==> config.mk <==
export PLATFORM = sky130hd
export DESIGN_NAME = traffic_sensor_cond
export DESIGN_NICKNAME = d
export VERILOG_FILES = /design/src/rtl/traffic_sensor_cond.sv
export SDC_FILE = /design/constraint.sdc
export NUM_CORES = 1
export LEC_CHECK = 0
export ABC_AREA = 1
export BUFFER_PORTS_ARGS = -buffer_cell sky130_fd_sc_hd__buf_2
export CAP_MARGIN = 20
export CORE_MARGIN = 4
export CORE_UTILIZATION = 52
export DETAILED_ROUTE_END_ITERATION = 10
export PLACE_DENSITY = 0.73
export SLEW_MARGIN = 30
export SYNTH_ARGS = -nofsm -noshare
export SYNTH_HDL_FRONTEND = slang
export SYNTH_SLANG_ARGS = --single-unit
==> constraint.sdc <==
create_clock -name clk -period 4.66 [get_ports clk]
set_clock_uncertainty 0.2 [all_clocks]
set_input_delay 0.932 -clock clk [delete_from_list [all_inputs] [get_ports clk]]
set_output_delay 0.932 -clock clk [all_outputs]
set_load 0.1 [all_outputs]
==> src/rtl/traffic_sensor_cond.sv <==
// traffic_sensor_cond: per-lane synchronizer, debounce, presence FSM with gap hold, vehicle count.
// Optional starvation guard is compiled in when TRAFFIC_STARVE_GUARD_EN is defined.
module traffic_sensor_cond #(
    parameter int unsigned DEBOUNCE_CYC = 4,
    parameter int unsigned HOLD_CYC     = 8,
    parameter int unsigned CNT_W        = 8,
    parameter int unsigned MAX_ON       = 64,
    parameter int unsigned FORCE_CYC    = 4
) (
    input  logic             clk,
    input  logic             rst,
    input  logic             raw_a,
    input  logic             raw_b,
    input  logic             clr_cnt,
    output logic             ta,
    output logic             tb,
    output logic [CNT_W-1:0] cnt_a,
    output logic [CNT_W-1:0] cnt_b,
    output logic             forced_a,
    output logic             forced_b
);
    localparam int unsigned DebW  = (DEBOUNCE_CYC > 1) ? $clog2(DEBOUNCE_CYC) : 1;
    localparam int unsigned HoldW = (HOLD_CYC > 1) ? $clog2(HOLD_CYC) : 1;
    localparam logic [DebW-1:0]  DebLast  = DebW'(DEBOUNCE_CYC - 1);
    localparam logic [HoldW-1:0] HoldLast = HoldW'(HOLD_CYC - 1);

    typedef enum logic [1:0] {StIdle, StPresent, StExtend, StForce} state_e;

    if (DEBOUNCE_CYC < 1 || HOLD_CYC < 1 || MAX_ON < 1 || FORCE_CYC < 1) begin : g_bad_cfg
        $error("traffic_sensor_cond: cycle parameters must be at least 1");
    end

    logic [1:0]            raw;
    logic [1:0]            t;
    logic [1:0][CNT_W-1:0] cnt;

    assign raw = {raw_b, raw_a};

`ifdef TRAFFIC_STARVE_GUARD_EN
    localparam int unsigned OnW    = (MAX_ON > 1) ? $clog2(MAX_ON) : 1;
    localparam int unsigned ForceW = (FORCE_CYC > 1) ? $clog2(FORCE_CYC) : 1;
    localparam logic [OnW-1:0]    OnLast    = OnW'(MAX_ON - 1);
    localparam logic [ForceW-1:0] ForceLast = ForceW'(FORCE_CYC - 1);

    logic [1:0]          forced;
    logic [1:0]          force_req;
    logic [1:0][OnW-1:0] on_q, on_d;
    logic                both_on;

    assign both_on = t[0] & t[1];
    // Lane A wins a simultaneous limit; lane B then sits at its limit until A is back on.
    assign force_req[0] = both_on && (on_q[0] == OnLast);
    assign force_req[1] = both_on && (on_q[1] == OnLast) && (on_q[0] != OnLast);

    always_comb begin
        on_d = on_q;
        for (int i = 0; i < 2; i++) begin
            if (!t[i]) begin
                on_d[i] = '0;
            end else if (both_on && (on_q[i] != OnLast)) begin
                on_d[i] = on_q[i] + 1'b1;
            end
        end
    end

    always_ff @(posedge clk or negedge rst) begin
        if (!rst) begin
            on_q <= '0;
        end else begin
            on_q <= on_d;
        end
    end
`endif

    for (genvar i = 0; i < 2; i++) begin : g_lane
        logic             sync1_q, sync2_q;
        logic             deb_q, deb_d;
        logic [DebW-1:0]  stab_q, stab_d;
        logic [CNT_W-1:0] cnt_q, cnt_d;
        logic [HoldW-1:0] hold_q, hold_d;
        state_e           state_q, state_d;
        logic             lane_t;
`ifdef TRAFFIC_STARVE_GUARD_EN
        logic [ForceW-1:0] fc_q, fc_d;
        logic              lane_forced;
`endif

        always_ff @(posedge clk or negedge rst) begin
            if (!rst) begin
                sync1_q <= 1'b0;
                sync2_q <= 1'b0;
                deb_q   <= 1'b0;
                stab_q  <= '0;
                cnt_q   <= '0;
            end else begin
                sync1_q <= raw[i];
                sync2_q <= sync1_q;
                deb_q   <= deb_d;
                stab_q  <= stab_d;
                cnt_q   <= cnt_d;
            end
        end

        // Any cycle where the synced input agrees with the accepted level restarts the count.
        always_comb begin
            deb_d  = deb_q;
            stab_d = '0;
            if (sync2_q != deb_q) begin
                if (stab_q == DebLast) begin
                    deb_d = sync2_q;
                end else begin
                    stab_d = stab_q + 1'b1;
                end
            end
        end

        always_comb begin
            cnt_d = cnt_q;
            if (clr_cnt) begin
                cnt_d = '0;
            end else if (deb_d && !deb_q && (cnt_q != {CNT_W{1'b1}})) begin
                cnt_d = cnt_q + 1'b1;
            end
        end

        always_ff @(posedge clk or negedge rst) begin
            if (!rst) begin
                state_q <= StIdle;
                hold_q  <= '0;
`ifdef TRAFFIC_STARVE_GUARD_EN
                fc_q    <= '0;
`endif
            end else begin
                state_q <= state_d;
                hold_q  <= hold_d;
`ifdef TRAFFIC_STARVE_GUARD_EN
                fc_q    <= fc_d;
`endif
            end
        end

        always_comb begin
            state_d = state_q;
            hold_d  = hold_q;
`ifdef TRAFFIC_STARVE_GUARD_EN
            fc_d    = fc_q;
`endif
            unique case (state_q)
                StIdle: begin
                    if (deb_q) state_d = StPresent;
                end
                StPresent: begin
                    if (!deb_q) begin
                        state_d = StExtend;
                        hold_d  = HoldLast;
                    end
                end
                StExtend: begin
                    if (deb_q) begin
                        state_d = StPresent;
                    end else if (hold_q == '0) begin
                        state_d = StIdle;
                    end else begin
                        hold_d = hold_q - 1'b1;
                    end
                end
`ifdef TRAFFIC_STARVE_GUARD_EN
                StForce: begin
                    if (fc_q == '0) begin
                        state_d = deb_q ? StPresent : StIdle;
                    end else begin
                        fc_d = fc_q - 1'b1;
                    end
                end
`endif
                default: state_d = StIdle;
            endcase
`ifdef TRAFFIC_STARVE_GUARD_EN
            if (force_req[i]) begin
                state_d = StForce;
                fc_d    = ForceLast;
            end
`endif
        end

        always_comb begin
            lane_t = (state_q == StPresent) || (state_q == StExtend);
`ifdef TRAFFIC_STARVE_GUARD_EN
            lane_forced = (state_q == StForce);
`endif
        end

        assign t[i]   = lane_t;
        assign cnt[i] = cnt_q;
`ifdef TRAFFIC_STARVE_GUARD_EN
        assign forced[i] = lane_forced;
`endif
    end

    assign ta    = t[0];
    assign tb    = t[1];
    assign cnt_a = cnt[0];
    assign cnt_b = cnt[1];
`ifdef TRAFFIC_STARVE_GUARD_EN
    assign forced_a = forced[0];
    assign forced_b = forced[1];
`else
    assign forced_a = 1'b0;
    assign forced_b = 1'b0;
`endif

endmodule
==> impl_metrics.xml, run 1 <==
<?xml version="1.0" encoding="UTF-8"?>
<metrics>
  <group name="yosys">
    <metric name="async_set_or_reset_flop_fraction_in_the_synthesized_netlist" unit="">1.00</metric>
    <metric name="synth.yosys.seq_area_share" unit="">0.454</metric>
    <metric name="postSynthRegisterBits" unit="">36</metric>
    <metric name="yosysWarningCount" unit="">0</metric>
    <metric name="number_of_flops_mapped_to_enable_cells_by_yosys" unit="">0</metric>
    <metric name="post-synth-top-area-fraction" unit="">0.454</metric>
    <metric name="synth_top_cells_by_area" unit="">sky130_fd_sc_hd__dfrtp_1, sky130_fd_sc_hd__nand2_1, sky130_fd_sc_hd__ha_1</metric>
    <metric name="post-synth-top-area-cell" unit="">sky130_fd_sc_hd__dfrtp_1</metric>
    <metric name="yosysUniqueCellTypes" unit="">26</metric>
    <metric name="synthesis.area" unit="um2">1980</metric>
    <metric name="syn-mean-instance-area" unit="um2">8.33</metric>
    <metric name="synth_flop_cell" unit="">sky130_fd_sc_hd__dfrtp_1</metric>
    <metric name="synth_instances" unit="">238</metric>
  </group>
  <group name="setup_path">
    <metric name="critical_path_class" unit="">flip-flop to primary output</metric>
    <metric name="slowest_stage" unit="">sky130_fd_sc_hd__buf_2</metric>
    <metric name="worst_setup_path_start_kind" unit="">flip-flop</metric>
    <metric name="critical-path-max-stage-delay" unit="ns">0.41</metric>
    <metric name="end_kind" unit="">primary output</metric>
    <metric name="setup.reg_to_reg.worst_slack" unit="ns">2.97</metric>
    <metric name="top_cell_family_by_delay_on_the_critical_path" unit="">buffers and inverters</metric>
    <metric name="ff2ff_path_depth" unit="">7</metric>
    <metric name="crit_path_max_fanout" unit="">3</metric>
    <metric name="crit-reg2reg-launch" unit="">cnt_b[0]$_DFFE_PN0P_</metric>
    <metric name="worst-endpoint-required" unit="ns">3.53</metric>
    <metric name="worstPathCellList" unit="">inv_1, ha_1, buf_2</metric>
    <metric name="path_buf_inv" unit="">2</metric>
    <metric name="worstPathArrival" unit="ns">1.45</metric>
    <metric name="worstReg2RegEnd" unit="">cnt_b[7]$_DFFE_PN0P_</metric>
  </group>
  <group name="clock_network">
    <metric name="clock-root-buffer" unit="">sky130_fd_sc_hd__clkbuf_8</metric>
    <metric name="clkLatencyLatePin" unit="ns">0.28</metric>
    <metric name="cts.sinks" unit="">36</metric>
    <metric name="numCtsBuffers" unit="">5</metric>
    <metric name="cts_htree_levels" unit="">2</metric>
    <metric name="post_cts.repair.setup_buffers" unit="">0</metric>
    <metric name="cts.reportedPaths.clkPinSlew" unit="ns">0.07</metric>
    <metric name="ctsResizeCount" unit="">0</metric>
    <metric name="tritoncts_clock_tree" unit="">yes</metric>
    <metric name="ctsLongestPathBuffers" unit="">2</metric>
    <metric name="post_cts_hold_buffer_count" unit="">0</metric>
  </group>
  <group name="cells_and_area">
    <metric name="synthesis_to_layout_area_growth" unit="%">12.3</metric>
    <metric name="total_non_filler_cell_area_in_the_finished_layout" unit="um2">2230</metric>
    <metric name="number_of_inserted_diodes" unit="">0</metric>
    <metric name="layout_commonest_cell" unit="">sky130_fd_sc_hd__nand2_1</metric>
    <metric name="nNetsFinal" unit="">286</metric>
    <metric name="fill_cells" unit="">341</metric>
    <metric name="layout_cell_share_with_drive_strength_beyond_1" unit="">0.162</metric>
    <metric name="commonest_cells_after_routing_fill_and_taps_aside" unit="">sky130_fd_sc_hd__nand2_1, sky130_fd_sc_hd__dfrtp_1, sky130_fd_sc_hd__inv_1, sky130_fd_sc_hd__nand3_1</metric>
    <metric name="layout.core_utilization" unit="">0.608</metric>
  </group>
  <group name="drt">
    <metric name="drt_wl_total" unit="um">3620</metric>
    <metric name="drt.antenna.violating_nets" unit="">0</metric>
    <metric name="drt_first_pass_iters" unit="">4</metric>
    <metric name="initialDrtViolationCount" unit="">65</metric>
    <metric name="vias" unit="">1554</metric>
    <metric name="avgRoutedWirePerCell" unit="um">11.5</metric>
    <metric name="via_per_inst" unit="">4.95</metric>
    <metric name="drc" unit="">0</metric>
  </group>
  <group name="floorplanning">
    <metric name="dieArea" unit="um2">4870</metric>
    <metric name="chipWidth" unit="um">69.8</metric>
    <metric name="rows" unit="">22</metric>
    <metric name="number_of_ports_placed_on_the_die_boundary" unit="">25</metric>
    <metric name="initial_standard_cell_utilization_of_the_core" unit="">0.542</metric>
    <metric name="die_h" unit="um">69.8</metric>
    <metric name="coreArea" unit="um2">3660</metric>
  </group>
  <group name="global_route">
    <metric name="globalRouteTotalUtil" unit="">0.164</metric>
    <metric name="grt_antenna_before_repair" unit="">0</metric>
    <metric name="grt.overflow.total" unit="">0</metric>
    <metric name="grt_pass1_wl" unit="um">6450</metric>
    <metric name="largest_net_degree_at_the_start_of_global_routing" unit="">37</metric>
    <metric name="first_global_vias" unit="">1505</metric>
  </group>
  <group name="hold_path">
    <metric name="min_delay_path_depth" unit="">0</metric>
    <metric name="timing.hold.worst.start" unit="">g_lane[0].sync1_q$_DFF_PN0_</metric>
    <metric name="hold_path_class" unit="">flip-flop to flip-flop</metric>
    <metric name="whs_endpoint" unit="">g_lane[0].sync2_q$_DFF_PN0_</metric>
  </group>
  <group name="sta">
    <metric name="fin_tns_setup" unit="ns">0</metric>
    <metric name="worstMarginPinSlew" unit="ns">0.812</metric>
    <metric name="slew_viol_final" unit="">0</metric>
    <metric name="max_slew_margin" unit="">0.459</metric>
    <metric name="final_hold_vios" unit="">0</metric>
    <metric name="setup-violations-final" unit="">0</metric>
    <metric name="post-route-min-period" unit="ns">2.58</metric>
    <metric name="grt_setup_unrepaired" unit="">no</metric>
    <metric name="max_freq" unit="GHz">0.388</metric>
    <metric name="hold_slack" unit="ns">0.150</metric>
    <metric name="layout_worst_path_cycle_share" unit="">0.553</metric>
  </group>
  <group name="run_status">
    <metric name="outcome" unit="">finished clean</metric>
  </group>
  <group name="place">
    <metric name="detailed_place.area" unit="um2">2140</metric>
    <metric name="post-dp-hpwl" unit="um">2590</metric>
    <metric name="gpl.final_weighted_congestion" unit="">0.804</metric>
    <metric name="port_buffers" unit="">22</metric>
  </group>
  <group name="pwr">
    <metric name="power-per-cell-area" unit="nW/um2">477</metric>
    <metric name="finalPower" unit="W">0.00106</metric>
    <metric name="ir_worst_vdd" unit="V">0.000514</metric>
    <metric name="cellLeakagePower" unit="nW">1.23</metric>
  </group>
  <group name="run">
    <metric name="drv_cap" unit="">0</metric>
  </group>
</metrics>
## cell type report
class,count,area [um2],area share
Tap cell,48,60.1,0.0270
Multi-Input combinational cell,168,946,0.425
Inverter,32,120,0.0539
Clock buffer,8,90.1,0.0404
Sequential cell,36,901,0.404
Timing Repair Buffer,22,110,0.0494
## stage by stage
stage,worst slack [ns],cells
after CTS,2.07,314
after global placement,2.42,306
final,2.08,314
after global routing,2.02,314
after detailed placement,2.39,306
after floorplan,2.27,239
## how the worst max path moves through the flow
| stage | from | slack, ns | endpoint | cells after the start |
|---|---|---|---|---|
| 2_1_floorplan | g_lane[0].state_q[0]$_DFFE_PN0P_ | 2.27 | ta | 2 |
| 3_3_place_gp | g_lane[0].state_q[0]$_DFFE_PN0P_ | 2.42 | ta | 3 |
| 3_5_place_dp | g_lane[1].state_q[0]$_DFFE_PN0P_ | 2.39 | tb | 3 |
| 4_1_cts | g_lane[1].state_q[0]$_DFFE_PN0P_ | 2.07 | tb | 3 |
| 5_1_grt | g_lane[0].state_q[0]$_DFFE_PN0P_ | 2.02 | ta | 3 |
| 6_report | g_lane[1].state_q[0]$_DFFE_PN0P_ | 2.08 | tb | 3 |
## sequential cells by signal, indices dropped and copies added, names as in the netlist
| register | cells |
|---|---|
| g_lane.sync2_q | 2 |
| g_lane.hold_q | 6 |
| cnt_b | 8 |
| cnt_a | 8 |
| g_lane.state_q | 4 |
| g_lane.sync1_q | 2 |
| g_lane.deb_q | 2 |
| g_lane.stab_q | 4 |
## kinds of logic (layout without fill, tap and decap cells)
family                   Yosys count  after routing  share of synthesized area
other                              1              2                    0.00189
AO/OA/AOI/OAI                     23             23                     0.0669
XOR/XNOR                           6              6                     0.0265
AND/OR/NAND/NOR                  121            121                      0.279
buffers and inverters             35             62                     0.0707
flip-flops                        36             36                      0.454
adder cells (fa/ha/maj)           16             16                      0.101
## Yosys cell counts (4+ instances only)
cell and instances:
sky130_fd_sc_hd__nor2_4 4, sky130_fd_sc_hd__nor2_1 22, sky130_fd_sc_hd__o21ai_0 10, sky130_fd_sc_hd__a21oi_1 7
sky130_fd_sc_hd__inv_1 29, sky130_fd_sc_hd__nand2_2 4, sky130_fd_sc_hd__nand2_1 57, sky130_fd_sc_hd__ha_1 16
sky130_fd_sc_hd__xor2_1 4, sky130_fd_sc_hd__nand3_1 26, sky130_fd_sc_hd__dfrtp_1 36
## worst reg2reg max path: cells and delay by family (launching register included)
| kind | cells | cell delay [ns] |
|---|---|---|
| flip-flops | 1 | 0.43 |
| AND/OR/NAND/NOR | 5 | 0.44 |
| adder cells (fa/ha/maj) | 1 | 0.24 |
| AO/OA/AOI/OAI | 1 | 0.27 |
## layer usage
metal | vias to the layer above | global-route usage | routed length (um)
met5 | - | 0 | 0
met1 | 719 | 0.208 | 1610
met2 | 25 | 0.272 | 1810
met4 | 0 | 0.0638 | 49
met3 | 6 | 0.0348 | 149
li1 | 804 | - | -
## power breakdown
group / internal (W) / leakage, nW / total, W / switching (W)
sequential: 0.000374 / 0.458 / 0.000417 / 0.0000432
clock: 0.000121 / 0.0455 / 0.000225 / 0.000105
combinational: 0.000112 / 0.723 / 0.000421 / 0.000309
total: 0.000606 / 1.23 / 0.00106 / 0.000457
(Power assumes the default switching activity.)
==> run 2: changes to the inputs <==
--- a/config.mk
+++ b/config.mk
@@ -5,13 +5,13 @@
 export SDC_FILE = /design/constraint.sdc
 export NUM_CORES = 1
 export LEC_CHECK = 0
-export ABC_AREA = 1
+export ABC_AREA = 0
 export BUFFER_PORTS_ARGS = -buffer_cell sky130_fd_sc_hd__buf_2
 export CAP_MARGIN = 20
 export CORE_MARGIN = 4
 export CORE_UTILIZATION = 52
 export DETAILED_ROUTE_END_ITERATION = 10
-export PLACE_DENSITY = 0.73
+export PLACE_DENSITY = 0.76
 export SLEW_MARGIN = 30
 export SYNTH_ARGS = -nofsm -noshare
 export SYNTH_HDL_FRONTEND = slang
==> constraint.sdc (replaced) <==
create_clock -name clk -period 2.17 [get_ports clk]
set_clock_uncertainty 0.2 [all_clocks]
set_input_delay 0.434 -clock clk [delete_from_list [all_inputs] [get_ports clk]]
set_output_delay 0.434 -clock clk [all_outputs]
set_load 0.1 [all_outputs]
==> impl_metrics.xml, run 2 <==
<?xml version="1.0" encoding="UTF-8"?>
<metrics>
  <group name="run_status">
    <metric name="outcome" unit="">finished clean</metric>
  </group>
  <group name="yosys">
    <metric name="synth_flop_cell" unit="">sky130_fd_sc_hd__dfrtp_1</metric>
    <metric name="syn-mean-instance-area" unit="um2">10.4</metric>
    <metric name="async_set_or_reset_flop_fraction_in_the_synthesized_netlist" unit="">1.00</metric>
    <metric name="synth.cells.most_frequent" unit="">sky130_fd_sc_hd__dfrtp_1, sky130_fd_sc_hd__nor2_1, sky130_fd_sc_hd__ha_1, sky130_fd_sc_hd__inv_1, sky130_fd_sc_hd__o21ai_0</metric>
    <metric name="synth_instances" unit="">191</metric>
    <metric name="yosys.cell_count.top_type" unit="">sky130_fd_sc_hd__dfrtp_1</metric>
    <metric name="synth.yosys.seq_area_share" unit="">0.455</metric>
    <metric name="post-synth-top-area-fraction" unit="">0.455</metric>
    <metric name="synth_top_cells_by_area" unit="">sky130_fd_sc_hd__dfrtp_1, sky130_fd_sc_hd__ha_1, sky130_fd_sc_hd__nor2_1</metric>
    <metric name="post-synth-top-area-cell" unit="">sky130_fd_sc_hd__dfrtp_1</metric>
    <metric name="yosysUniqueCellTypes" unit="">46</metric>
    <metric name="yosysWarningCount" unit="">0</metric>
    <metric name="number_of_flops_mapped_to_enable_cells_by_yosys" unit="">0</metric>
    <metric name="synthesis.area" unit="um2">1980</metric>
    <metric name="postSynthRegisterBits" unit="">36</metric>
  </group>
  <group name="cells_and_area">
    <metric name="nNetsFinal" unit="">236</metric>
    <metric name="layout_commonest_cell" unit="">sky130_fd_sc_hd__dfrtp_1</metric>
    <metric name="number_of_inserted_diodes" unit="">0</metric>
    <metric name="commonest_cells_after_routing_fill_and_taps_aside" unit="">sky130_fd_sc_hd__dfrtp_1, sky130_fd_sc_hd__buf_2, sky130_fd_sc_hd__nor2_1, sky130_fd_sc_hd__ha_1, sky130_fd_sc_hd__inv_1</metric>
    <metric name="layout_cell_share_with_drive_strength_beyond_1" unit="">0.236</metric>
    <metric name="multi_input_comb_area" unit="um2">986</metric>
    <metric name="synthesis_to_layout_area_growth" unit="%">12.5</metric>
    <metric name="seqCellArea" unit="um2">915</metric>
    <metric name="fill_cells" unit="">312</metric>
  </group>
  <group name="clock_network">
    <metric name="clock-root-buffer" unit="">sky130_fd_sc_hd__clkbuf_8</metric>
    <metric name="numCtsBuffers" unit="">5</metric>
    <metric name="cts.reportedPaths.clkPinSlew" unit="ns">0.07</metric>
    <metric name="post_cts.repair.setup_buffers" unit="">0</metric>
    <metric name="clkLatencyLatePin" unit="ns">0.29</metric>
    <metric name="ctsResizeCount" unit="">0</metric>
    <metric name="ctsLongestPathBuffers" unit="">2</metric>
    <metric name="cts.sinks" unit="">36</metric>
    <metric name="post_cts_hold_buffer_count" unit="">1</metric>
    <metric name="cts_htree_levels" unit="">2</metric>
    <metric name="tritoncts_clock_tree" unit="">yes</metric>
  </group>
  <group name="sta">
    <metric name="grt_setup_unrepaired" unit="">no</metric>
    <metric name="setup-violations-final" unit="">0</metric>
    <metric name="final_hold_vios" unit="">0</metric>
    <metric name="fin_tns_setup" unit="ns">0</metric>
    <metric name="slew_viol_final" unit="">0</metric>
    <metric name="post-route-min-period" unit="ns">2.08</metric>
    <metric name="max_freq" unit="GHz">0.480</metric>
    <metric name="layout_worst_path_cycle_share" unit="">0.960</metric>
  </group>
  <group name="drt">
    <metric name="drc" unit="">0</metric>
    <metric name="via_per_inst" unit="">5.28</metric>
    <metric name="drt_first_pass_iters" unit="">2</metric>
    <metric name="avgRoutedWirePerCell" unit="um">12.7</metric>
    <metric name="vias" unit="">1394</metric>
    <metric name="drt.antenna.violating_nets" unit="">0</metric>
    <metric name="drt_wl_total" unit="um">3350</metric>
    <metric name="initialDrtViolationCount" unit="">75</metric>
  </group>
  <group name="setup_path">
    <metric name="end_kind" unit="">primary output</metric>
    <metric name="crit_path_max_fanout" unit="">5</metric>
    <metric name="worst_setup_path_start_kind" unit="">flip-flop</metric>
    <metric name="worst-endpoint-required" unit="ns">1.54</metric>
    <metric name="worstPathArrival" unit="ns">1.45</metric>
    <metric name="critical_path_class" unit="">flip-flop to primary output</metric>
  </group>
  <group name="place">
    <metric name="post-dp-hpwl" unit="um">2390</metric>
    <metric name="port_buffers" unit="">22</metric>
    <metric name="gpl.final_weighted_congestion" unit="">0.759</metric>
  </group>
  <group name="global_route">
    <metric name="grt.overflow.total" unit="">0</metric>
    <metric name="first_global_vias" unit="">1361</metric>
    <metric name="grt_pass1_wl" unit="um">5950</metric>
    <metric name="grt_antenna_before_repair" unit="">0</metric>
    <metric name="largest_net_degree_at_the_start_of_global_routing" unit="">37</metric>
    <metric name="globalRouteTotalUtil" unit="">0.153</metric>
  </group>
  <group name="floorplanning">
    <metric name="number_of_ports_placed_on_the_die_boundary" unit="">25</metric>
    <metric name="dieArea" unit="um2">4850</metric>
    <metric name="chipWidth" unit="um">69.7</metric>
    <metric name="die_h" unit="um">69.7</metric>
    <metric name="initial_standard_cell_utilization_of_the_core" unit="">0.540</metric>
    <metric name="rows" unit="">22</metric>
    <metric name="coreArea" unit="um2">3660</metric>
  </group>
  <group name="pwr">
    <metric name="power-per-cell-area" unit="nW/um2">998</metric>
    <metric name="ir_worst_vdd" unit="V">0.00100</metric>
    <metric name="finalPower" unit="W">0.00222</metric>
    <metric name="cellLeakagePower" unit="nW">1.08</metric>
  </group>
  <group name="run">
    <metric name="drv_cap" unit="">0</metric>
  </group>
  <group name="hold_path">
    <metric name="hold_path_class" unit="">input pin to flip-flop</metric>
  </group>
</metrics>
==> run 2: worst paths after layout <==
path	cells past startpoint	to	start	slack [ns]
max	3	tb	g_lane[1].state_q[1]$_DFFE_PN0P_	0.09
max reg2reg	4	cnt_a[5]$_DFFE_PN0P_	g_lane[0].deb_q$_DFF_PN0_	0.34
min in group asynchronous	3	cnt_a[7]$_DFFE_PN0P_	rst	0.51
min reg2reg	0	g_lane[0].sync2_q$_DFF_PN0_	g_lane[0].sync1_q$_DFF_PN0_	0.15
max in group asynchronous	3	cnt_b[0]$_DFFE_PN0P_	rst	0.93
min	1	g_lane[1].sync1_q$_DFF_PN0_	raw_b	0.04
==> run 2: cells by family (layout without fill, tap and decap cells) <==
| family | Yosys count | after routing | share of synthesized area |
|---|---|---|---|
| AOI/OAI and AO/OA | 39 | 39 | 0.139 |
| adders and majority gates | 16 | 16 | 0.101 |
| other | 1 | 2 | 0.00190 |
| DFF | 36 | 36 | 0.455 |
| xor gates and xnor gates | 10 | 10 | 0.0443 |
| and+or+nand+nor | 63 | 63 | 0.178 |
| buffers and inverters | 20 | 44 | 0.0481 |
| muxes | 6 | 6 | 0.0323 |
==> run 2: cell type report <==
class / count / share of cell area
inverters: 12 / 0.0202
clock inverters: 2 / 0.00450
well taps: 48 / 0.0270
multi-input cells: 136 / 0.443
clock buffers: 6 / 0.0371
repair buffers: 24 / 0.0573
flip-flops and latches: 36 / 0.411
==> run 2: metrics by stage <==
stage               instances  setup slack, ns  hold slack, ns  utilization  area [um2]
CTS                       264           0.0639          0.0326        0.608        2230
global route              264          0.00883          0.0285        0.608        2230
detailed placement        255            0.351           0.135        0.580        2120
floorplan                 192           0.0130         -0.0616            -        2000
finish                    264           0.0863          0.0450        0.608        2230
global placement          255            0.366           0.133        0.580        2120
==> run 2: critical path, stage by stage (launching register included) <==
cell	delay, ns
sky130_fd_sc_hd__dfrtp_1	0.41
sky130_fd_sc_hd__inv_1	0.08
sky130_fd_sc_hd__ha_1	0.26
sky130_fd_sc_hd__buf_2	0.41
==> run 2: per-layer routing <==
layer | routed length (um) | global-route usage
met1 | 1590 | 0.183
met5 | 0 | 0
met3 | 172 | 0.0594
met4 | 77 | 0.0745
met2 | 1510 | 0.238
==> run 2: power by group <==
group	switching (W)	internal [W]
logic	0.000539	0.000289
registers	0.000114	0.000787
clock network	0.000240	0.000253
==> run 3: changes to the inputs <==
--- a/config.mk
+++ b/config.mk
@@ -11,6 +11,7 @@
 export CORE_MARGIN = 4
 export CORE_UTILIZATION = 52
 export DETAILED_ROUTE_END_ITERATION = 10
+export HOLD_SLACK_MARGIN = 0.1
 export PLACE_DENSITY = 0.76
 export SLEW_MARGIN = 30
 export SYNTH_ARGS = -nofsm -noshare
==> impl_metrics.xml, run 3 (synthesis gave the netlist of run 2 again) <==
<?xml version="1.0" encoding="UTF-8"?>
<metrics>
  <group name="drt">
    <metric name="via_per_inst" unit="">5.26</metric>
    <metric name="drt_wl_total" unit="um">3370</metric>
    <metric name="initialDrtViolationCount" unit="">104</metric>
    <metric name="drc" unit="">0</metric>
    <metric name="vias" unit="">1398</metric>
    <metric name="drt.antenna.violating_nets" unit="">0</metric>
    <metric name="drt_first_pass_iters" unit="">4</metric>
    <metric name="avgRoutedWirePerCell" unit="um">12.7</metric>
  </group>
  <group name="global_route">
    <metric name="grt_pass1_wl" unit="um">6040</metric>
    <metric name="grt.overflow.total" unit="">0</metric>
    <metric name="grt_antenna_before_repair" unit="">0</metric>
    <metric name="globalRouteTotalUtil" unit="">0.155</metric>
    <metric name="first_global_vias" unit="">1377</metric>
    <metric name="largest_net_degree_at_the_start_of_global_routing" unit="">37</metric>
  </group>
  <group name="clock_network">
    <metric name="ctsResizeCount" unit="">0</metric>
    <metric name="clkLatencyLatePin" unit="ns">0.29</metric>
    <metric name="cts_htree_levels" unit="">2</metric>
    <metric name="tritoncts_clock_tree" unit="">yes</metric>
    <metric name="cts.sinks" unit="">36</metric>
    <metric name="cts.reportedPaths.clkPinSlew" unit="ns">0.07</metric>
    <metric name="clock-root-buffer" unit="">sky130_fd_sc_hd__clkbuf_8</metric>
    <metric name="ctsLongestPathBuffers" unit="">2</metric>
    <metric name="numCtsBuffers" unit="">5</metric>
  </group>
  <group name="floorplanning">
    <metric name="rows" unit="">22</metric>
    <metric name="chipWidth" unit="um">69.7</metric>
    <metric name="dieArea" unit="um2">4850</metric>
    <metric name="number_of_ports_placed_on_the_die_boundary" unit="">25</metric>
    <metric name="initial_standard_cell_utilization_of_the_core" unit="">0.540</metric>
    <metric name="die_h" unit="um">69.7</metric>
    <metric name="coreArea" unit="um2">3660</metric>
  </group>
  <group name="setup_path">
    <metric name="ff2ff_path_depth" unit="">5</metric>
    <metric name="worst_setup_path_start_kind" unit="">flip-flop</metric>
    <metric name="end_kind" unit="">primary output</metric>
    <metric name="critical_path_class" unit="">flip-flop to primary output</metric>
    <metric name="worstPathArrival" unit="ns">1.45</metric>
    <metric name="critical_path.endpoint" unit="">tb</metric>
    <metric name="worstReg2RegEnd" unit="">cnt_a[5]$_DFFE_PN0P_</metric>
    <metric name="crit_path_max_fanout" unit="">5</metric>
    <metric name="crit-reg2reg-launch" unit="">g_lane[0].stab_q[0]$_DFF_PN0_</metric>
    <metric name="setup.reg_to_reg.worst_slack" unit="ns">0.33</metric>
    <metric name="worst-endpoint-required" unit="ns">1.54</metric>
    <metric name="setup.worst_path.start" unit="">g_lane[1].state_q[1]$_DFFE_PN0P_</metric>
  </group>
  <group name="sta">
    <metric name="slew_viol_final" unit="">0</metric>
    <metric name="setup-violations-final" unit="">0</metric>
    <metric name="final_hold_vios" unit="">0</metric>
    <metric name="hold_slack" unit="ns">0.149</metric>
    <metric name="max_freq" unit="GHz">0.480</metric>
    <metric name="grt_setup_unrepaired" unit="">no</metric>
    <metric name="layout_setup_ws" unit="ns">0.0859</metric>
    <metric name="post-route-min-period" unit="ns">2.08</metric>
    <metric name="fin_tns_setup" unit="ns">0</metric>
    <metric name="layout_worst_path_cycle_share" unit="">0.960</metric>
  </group>
  <group name="run_status">
    <metric name="outcome" unit="">finished clean</metric>
  </group>
  <group name="hold_path">
    <metric name="hold_path_class" unit="">flip-flop to flip-flop</metric>
    <metric name="min_delay_path_depth" unit="">0</metric>
  </group>
  <group name="place">
    <metric name="post-place-ws" unit="ns">0.351</metric>
    <metric name="gpl.final_weighted_congestion" unit="">0.759</metric>
    <metric name="post-dp-hpwl" unit="um">2390</metric>
    <metric name="port_buffers" unit="">22</metric>
  </group>
  <group name="cells_and_area">
    <metric name="number_of_inserted_diodes" unit="">0</metric>
    <metric name="layout_cell_share_with_drive_strength_beyond_1" unit="">0.234</metric>
    <metric name="commonest_cells_after_routing_fill_and_taps_aside" unit="">sky130_fd_sc_hd__dfrtp_1, sky130_fd_sc_hd__buf_2, sky130_fd_sc_hd__nor2_1, sky130_fd_sc_hd__ha_1, sky130_fd_sc_hd__inv_1</metric>
    <metric name="synthesis_to_layout_area_growth" unit="%">13.5</metric>
    <metric name="nNetsFinal" unit="">238</metric>
    <metric name="layout_commonest_cell" unit="">sky130_fd_sc_hd__dfrtp_1</metric>
  </group>
  <group name="pwr">
    <metric name="cellLeakagePower" unit="nW">1.09</metric>
    <metric name="power-per-cell-area" unit="nW/um2">991</metric>
    <metric name="ir_worst_vdd" unit="V">0.000999</metric>
  </group>
  <group name="run">
    <metric name="drv_cap" unit="">0</metric>
  </group>
</metrics>
==> run 3: cell count changes in the layout (fill, tap and decap cells not counted), sizes merged <==
cell,delta
dlygate4sd3,+2
==> run 3: final cells by class <==
class                           count  area [um2]
Clock buffer                        6        82.6
Clock inverter                      2        10.0
Fill cell                         309        1420
Inverter                           12        45.0
Multi-Input combinational cell    136         986
Sequential cell                    36         915
Tap cell                           48        60.1
Timing Repair Buffer               26         148
==> run 3: timing repair <==
item,4_1_cts,5_1_grt
hold buffers,3,0
setup endpoints to repair,0,0
endpoints found under the hold margin,38,0
buffers inserted,0,0
==> run 3: worst min path at each step <==
stage,start,end
after floorplan,rst,cnt_a[0]$_DFFE_PN0P_
after global placement,g_lane[1].sync1_q$_DFF_PN0_,g_lane[1].sync2_q$_DFF_PN0_
after detailed placement,g_lane[0].sync1_q$_DFF_PN0_,g_lane[0].sync2_q$_DFF_PN0_
after CTS,g_lane[0].sync1_q$_DFF_PN0_,g_lane[0].sync2_q$_DFF_PN0_
after global routing,g_lane[1].sync1_q$_DFF_PN0_,g_lane[1].sync2_q$_DFF_PN0_
final,g_lane[0].sync1_q$_DFF_PN0_,g_lane[0].sync2_q$_DFF_PN0_
==> run 3: stage by stage <==
step                      instances   util  total power (W)  area, um2
after global routing            266  0.613          0.00240       2250
after floorplan                 192      -          0.00162       2000
after global placement          255  0.580          0.00172       2120
final                           266  0.613          0.00222       2250
after CTS                       266  0.613          0.00225       2250
after detailed placement        255  0.580          0.00175       2120
==> run 3: report_power, final <==
group	switching, W	internal [W]
clock	0.000240	0.000253
combinational	0.000540	0.000291
sequential	0.000113	0.000787
==> run 3: per-layer routing <==
| layer | vias to the layer above | GRT usage | wire (um) |
|---|---|---|---|
| met2 | 26 | 0.243 | 1510 |
| met1 | 648 | 0.186 | 1610 |
| met3 | 10 | 0.0594 | 166 |
| met4 | 0 | 0.0745 | 77 |
| met5 | - | 0 | 0 |
| li1 | 714 | - | - |
==> run 3: critical path, stage by stage, from the launching register on <==
cell and delay (ns):
sky130_fd_sc_hd__dfrtp_1 0.41, sky130_fd_sc_hd__inv_1 0.08, sky130_fd_sc_hd__ha_1 0.26, sky130_fd_sc_hd__buf_2 0.41
